File: config.mk
export PLATFORM = sky130hd
export DESIGN_NAME = alu_host_sequencer
export DESIGN_NICKNAME = d
export VERILOG_FILES = /design/src/rtl/alu_host_sequencer.sv
export SDC_FILE = /design/constraint.sdc
export NUM_CORES = 1
export LEC_CHECK = 0
export BUFFER_PORTS_ARGS = -buffer_cell sky130_fd_sc_hd__clkbuf_2
export CORE_ASPECT_RATIO = 0.75
export CORE_MARGIN = 1
export CORE_UTILIZATION = 55
export DETAILED_ROUTE_END_ITERATION = 10
export PLACE_DENSITY_LB_ADDON = 0.05
export SLEW_MARGIN = 20
export SYNTH_ARGS = -nofsm -noshare
export SYNTH_HDL_FRONTEND = slang
export SYNTH_SLANG_ARGS = --single-unit
File: constraint.sdc
create_clock -name clk -period 8.3 [get_ports clk]
set_input_delay 2.49 -clock clk [delete_from_list [all_inputs] [get_ports clk]]
set_output_delay 2.49 -clock clk [all_outputs]
set_load 0.05 [all_outputs]
File: src/rtl/alu_host_sequencer.sv
// ============================================================================
// alu_host_sequencer: request/response front end sequencing a multi-cycle ALU.
// Revision 1.0
// ============================================================================
`default_nettype none

module alu_host_sequencer #(
  parameter int WIDTH   = 8,
  parameter int TIMEOUT = 255
) (
  input  logic             clk,
  input  logic             reset_input,
  input  logic             req_valid,
  output logic             req_ready,
  input  logic [1:0]       req_op,
  input  logic [WIDTH-1:0] req_x,
  input  logic [WIDTH-1:0] req_y,
  input  logic [WIDTH-1:0] req_z,
  output logic             resp_valid,
  input  logic             resp_ready,
  output logic [WIDTH-1:0] resp_hi,
  output logic [WIDTH-1:0] resp_lo,
  output logic             resp_err,
  output logic             alu_reset,
  output logic             BEGIN,
  output logic [1:0]       op_code,
  output logic [WIDTH-1:0] inbus,
  input  logic             load_a,
  input  logic             load_q,
  input  logic             load_m,
  input  logic             push_a,
  input  logic             push_q,
  input  logic [WIDTH-1:0] outbus,
  input  logic             END
);

  localparam int              CW       = (TIMEOUT > 1) ? $clog2(TIMEOUT) : 1;
  localparam logic [CW-1:0]   CNT_LAST = CW'(TIMEOUT - 1);
  localparam logic [1:0]      OP_MUL   = 2'b10;

  typedef enum logic [2:0] {
    S_IDLE    = 3'd0,
    S_START   = 3'd1,
    S_RUN     = 3'd2,
    S_RECOVER = 3'd3,
    S_RESP    = 3'd4
  } state_t;

  state_t           state_q, state_d;
  logic [1:0]       op_q, op_d;
  logic [WIDTH-1:0] x_q, x_d, y_q, y_d, z_q, z_d;
  logic [WIDTH-1:0] hi_q, hi_d, lo_q, lo_d;
  logic             err_q, err_d;
  logic [CW-1:0]    cnt_q, cnt_d;
  logic             pend_a_q, pend_a_d, pend_q_q, pend_q_d;

  logic active, multi_load, legal, strobe_bad;

  always_comb begin
    state_d  = state_q;
    op_d     = op_q;
    x_d      = x_q;
    y_d      = y_q;
    z_d      = z_q;
    hi_d     = hi_q;
    lo_d     = lo_q;
    err_d    = err_q;
    cnt_d    = cnt_q;
    pend_a_d = 1'b0;
    pend_q_d = 1'b0;
    BEGIN    = 1'b0;
    inbus    = '0;

    active     = (state_q == S_START) || (state_q == S_RUN);
    multi_load = (load_a & load_q) | (load_a & load_m) | (load_q & load_m);
    case (op_q)
      2'b00, 2'b01: legal = !(load_q || push_q);
      2'b10:        legal = !load_a;
      default:      legal = 1'b1;
    endcase
    strobe_bad = !legal || multi_load;

    // A bad strobe cycle poisons the transaction but does not stop it.
    if (active) begin
      if (strobe_bad) begin
        err_d = 1'b1;
      end else begin
        pend_a_d = push_a;
        pend_q_d = push_q;
        if (load_a)      inbus = x_q;
        else if (load_q) inbus = (op_q == OP_MUL) ? x_q : z_q;
        else if (load_m) inbus = y_q;
      end
    end

    // OUTBUS lags the push strobe by one cycle.
    if ((state_q == S_RUN) || (state_q == S_RECOVER)) begin
      if (pend_a_q) begin
        if (op_q[1]) hi_d = outbus;
        else         lo_d = outbus;
      end
      if (pend_q_q) lo_d = outbus;
    end

    case (state_q)
      S_IDLE: begin
        if (req_valid) begin
          op_d    = req_op;
          x_d     = req_x;
          y_d     = req_y;
          z_d     = req_z;
          hi_d    = '0;
          lo_d    = '0;
          err_d   = 1'b0;
          state_d = S_START;
        end
      end
      S_START: begin
        BEGIN   = 1'b1;
        cnt_d   = '0;
        state_d = S_RUN;
      end
      S_RUN: begin
        if (END)                    state_d = S_RESP;
        else if (cnt_q == CNT_LAST) state_d = S_RECOVER;
        else                        cnt_d   = cnt_q + CW'(1);
      end
      S_RECOVER: begin
        err_d   = 1'b1;
        state_d = S_RESP;
      end
      S_RESP: begin
        if (resp_ready) state_d = S_IDLE;
      end
      default: state_d = S_IDLE;
    endcase
  end

  always_ff @(posedge clk) begin
    if (reset_input) begin
      state_q  <= S_IDLE;
      op_q     <= 2'b00;
      x_q      <= '0;
      y_q      <= '0;
      z_q      <= '0;
      hi_q     <= '0;
      lo_q     <= '0;
      err_q    <= 1'b0;
      cnt_q    <= '0;
      pend_a_q <= 1'b0;
      pend_q_q <= 1'b0;
    end else begin
      state_q  <= state_d;
      op_q     <= op_d;
      x_q      <= x_d;
      y_q      <= y_d;
      z_q      <= z_d;
      hi_q     <= hi_d;
      lo_q     <= lo_d;
      err_q    <= err_d;
      cnt_q    <= cnt_d;
      pend_a_q <= pend_a_d;
      pend_q_q <= pend_q_d;
    end
  end

  assign req_ready  = (state_q == S_IDLE);
  assign resp_valid = (state_q == S_RESP);
  assign resp_hi    = hi_q;
  assign resp_lo    = lo_q;
  assign resp_err   = err_q;
  assign op_code    = (state_q == S_IDLE) ? 2'b00 : op_q;
  assign alu_reset  = reset_input || (state_q == S_RECOVER);

endmodule

`default_nettype wire

==> impl.org <==
** Drt
- Final ANT Viol Nets :: 0
- Via density per instance :: approximately 5.3
- In the detailed route, the total length drawn on met3 is roughly 310 um.
- DRT iter0 DRCs :: 115
- Routed wire length on met2 :: between 2 and 2.5 mm
- Dividing the detail-routed wire length by the instance count gives 12.6 um.
- Via count :: 2,261
- The detailed router used layers up to and including met4.
- Total wire length after detailed routing :: approximately 5.4 mm
- The detailed router put a total of 2.57 mm of wire on met1.
- Number of iterations in the first detailed-routing pass :: 4
- In the routed design, unresolved DRC markers number 0.

** Worst hold path
- Counting instances, the worst hold path has a depth of 2.
- The worst hold path terminates at resp_hi[0].
- Min-Delay Startpoint :: resp_hi[0]
- The tightest min-delay check is of the reg -> reg type.

** Place
- Number of I/O port buffers :: 74
- Final GP Congestion :: 0.759
- Post-detail-place hpwl :: 3.85 mm
- Including well taps, the total number of placed cells is 421.

** CTS
- Skew-Pair Late Insertion Delay :: 0.31 ns
- Counting the buffers created by CTS gives 5.
- Buffers inserted by post-CTS timing repair :: 0
- Clock Sinks :: 56
- The longest clock path from root to sink contains 2 buffers.
- After clock tree synthesis, the clock-pin slew on the worst setup and hold paths is 0.10 ns.
- TritonCTS built the clock tree.
- H-tree Lvls :: 2
- Buffers inserted to repair hold after CTS numbered 0.
- The number of gates resized after CTS was 0.
- Clock tree root driver cell :: clkbuf_8

** Logic synthesis
- Most frequently used flop master after synthesis :: dfxtp_1
- In this run the cell area of the synthesized design comes to 2540 um^2.
- Counting flops with an async set or reset pin after synthesis yields a share of 0%.
- Number of flops mapped to enable cells by yosys :: 0
- In this run, distinct cell masters in the synthesized netlist total 40.
- Sequential-to-total area share from yosys stat :: about 44%
- Yosys printed 0 warnings.
- Flops & latches, synth :: 56
- In this run the mean area of a mapped cell was 8.19 um^2.
- Total nets after synthesis :: around 360
- Synth Instances :: 310

** Cells and area
- The library cell used most frequently in the layout, excluding fill and tap cells, is nand2_1.
- Number of fillers in the final layout :: approximately 420
- Final cell count without fillers :: 429
- # diodes :: 0
- In the final layout, the share of cells above drive strength 1 is 26.1%.
- Layout overhead on the synthesized area :: 17.0%
- Register area :: 1120 um^2
- Most used cells in the layout excluding fill and tap cells :: 76 x nand2_1, 74 x clkbuf_2, 56 x dfxtp_1
- Net count of the finished layout :: 417
- Footprint of the multi-input gates :: 1300 um^2

** Setup path
- STA puts the critical path data arrival time at 4.37 ns.
- STA classifies the critical path endpoint as an output pin.
- Broken down by cell family, the worst path's largest delay share belongs to simple AND/OR/NAND/NOR gates.
- CP bufs+invs :: 2
- Number of cells on the worst reg-to-reg path :: 4
- Launch point of the critical path :: load_a
- Critical path data required time :: ~5.8 ns
- Counting stages on the worst path, the most repeated cell is clkbuf_2.
- Worst path slowest cell :: or4_1
- Kind of start point of the critical path :: input pin
- R2R Setup Slk :: 5.93 ns
- Critical register-to-register path endpoint :: resp_err
- Delay of the slowest cell on the worst path :: between 0.7 and 0.8 ns
- Along the worst path, the maximum fanout reaches 20.
- The critical path is of the in -> out type.
- Critical path, cell by cell :: clkbuf_2, nor3b_2, a41oi_1, or4_1, a21oi_1, clkbuf_2
- The worst register-to-register path begins at state_q[0].

** Status
- Run status :: completed

** Timing
- Setup repair after global routing left no endpoint under its margin.
- The final critical path takes up 82.6% of the cycle.
- For the pin with the worst max-slew slack, the measured transition is 0.874 ns.
- Achievable clock frequency :: 146 MHz
- Final hold vios :: 0
- Max-slew headroom :: 41.6%
- Final worst path period need :: approximately 6.9 ns
- For the final database, setup skew stands at 0.00741 ns.
- Total negative setup slack :: 0 ns
- The final count of pins violating max slew came to 0.
- Number of setup violations in the final report :: 0

** Die
- Die area :: 4900 um^2
- I/O Pins :: 75
- The initial utilization of the core area, before any placement, comes to 57.2%.
- Row generation in the floorplan step produced 21 rows.
- Floorplan Core Area :: 4440 um^2
- Die boundary width :: 80.5 um
- The floorplan step set the die height to 60.9 um.

** Power
- Static leakage :: around 1.3 nW
- In this run the power density over the cells is 175 nW/um^2.
- The worst-case IR drop observed on VDD is 0.120 mV.

** GRT
- Global routing finished with a remaining overflow of 0.
- Maximum number of pins on one net before global-route repair :: 37
- The number of global-route vias before repair came to 1,935.
- The first global-routing pass estimated 8.61 mm of wire.
- Initial antenna violation count :: 0
- Across every metal layer, demand over resource in global routing totals around 23%.

** Job
- Across the run, the number of max-cap violations was 0.
-- area by class of cell --
cell class | instances | area share, %
inverter | 5 | 0.632
timing repair buffer | 74 | 12.5
clock inverter | 3 | 0.758
tap | 57 | 2.40
multi-input combinational | 229 | 43.7
sequential | 56 | 37.7
clock buffer | 5 | 2.32
-- power by group --
group          total [mW]  switching [mW]  internal, mW
Clock               0.152          0.0916        0.0607
Combinational      0.0788          0.0505        0.0283
Sequential          0.290         0.00971         0.280
Total               0.521           0.152         0.369
-- how the worst max path moves through the flow --
stage                          end  slack [ns]  cells past startpoint
after detailed placement  inbus[6]        1.43                      6
final                     inbus[6]        1.44                      6
after global placement    inbus[6]        1.49                      6
after global routing      inbus[6]        1.28                      6
after floorplan           inbus[6]        1.54                      6
after CTS                 inbus[6]        1.43                      6
-- layer usage --
layer	global-route usage, %	up-vias
met2	37.3	63
met5	0	-
met1	30.1	1010
met3	5.71	6
met4	8.67	0
li1	-	1182
-- cell families (layout without fill, tap and decap cells) --
kind of cell               Yosys count  after routing  synth area share (%)
buffers and inverters               25             87                  4.73
xor gates and xnor gates             1              1                 0.345
DFF                                 56             56                  44.1
AOI/OAI and AO/OA                   63             63                  15.0
and+or+nand+nor                    146            146                  27.7
adders and majority gates            2              2                 0.985
muxes                               17             17                  7.09
-- stage by stage --
stage / setup WS [ns] / util, % / hold slack (ns) / area [um^2] / power [mW]
after global routing: 1.28 / 66.9 / 0.483 / 2970 / 0.549
after floorplan: 1.54 / - / 0.432 / 2540 / 0.354
after CTS: 1.43 / 66.9 / 0.461 / 2970 / 0.524
after detailed placement: 1.43 / 64.9 / 0.447 / 2880 / 0.376
after global placement: 1.49 / 64.9 / 0.437 / 2880 / 0.374
final: 1.44 / 66.9 / 0.459 / 2970 / 0.521
-- Yosys cell counts, drive strengths merged (3+ instances only) --
cell	number	area, um^2
inv	5	18.8
clkbuf	8	30.0
nand2b	6	37.5
o21ai	7	42.5
dfxtp	56	1120
mux2	8	90.1
nor2	24	90.1
a222oi	7	70.1
nor2b	11	68.8
buf	12	71.3
nand2	76	285
a21oi	41	205
mux2i	9	90.1
or4	3	22.5
nand3	9	45.0
nor3b	4	45.1
-- worst reg2reg max path, stage by stage, from the launching register on --
cell      delay [ns]
dfxtp_1         0.55
nor3_2          0.13
nand2_1         0.67
nand2b_1        0.58
a221oi_1        0.35
-- state kept, by name (all words and copies together) (netlist names) --
signal    flops
cnt_q         8
op_q          2
pend_a_q      1
pend_q_q      1
resp_err      1
resp_hi       8
resp_lo       8
state_q       3
x_q           8
y_q           8
z_q           8
(Power assumes the default switching activity.)
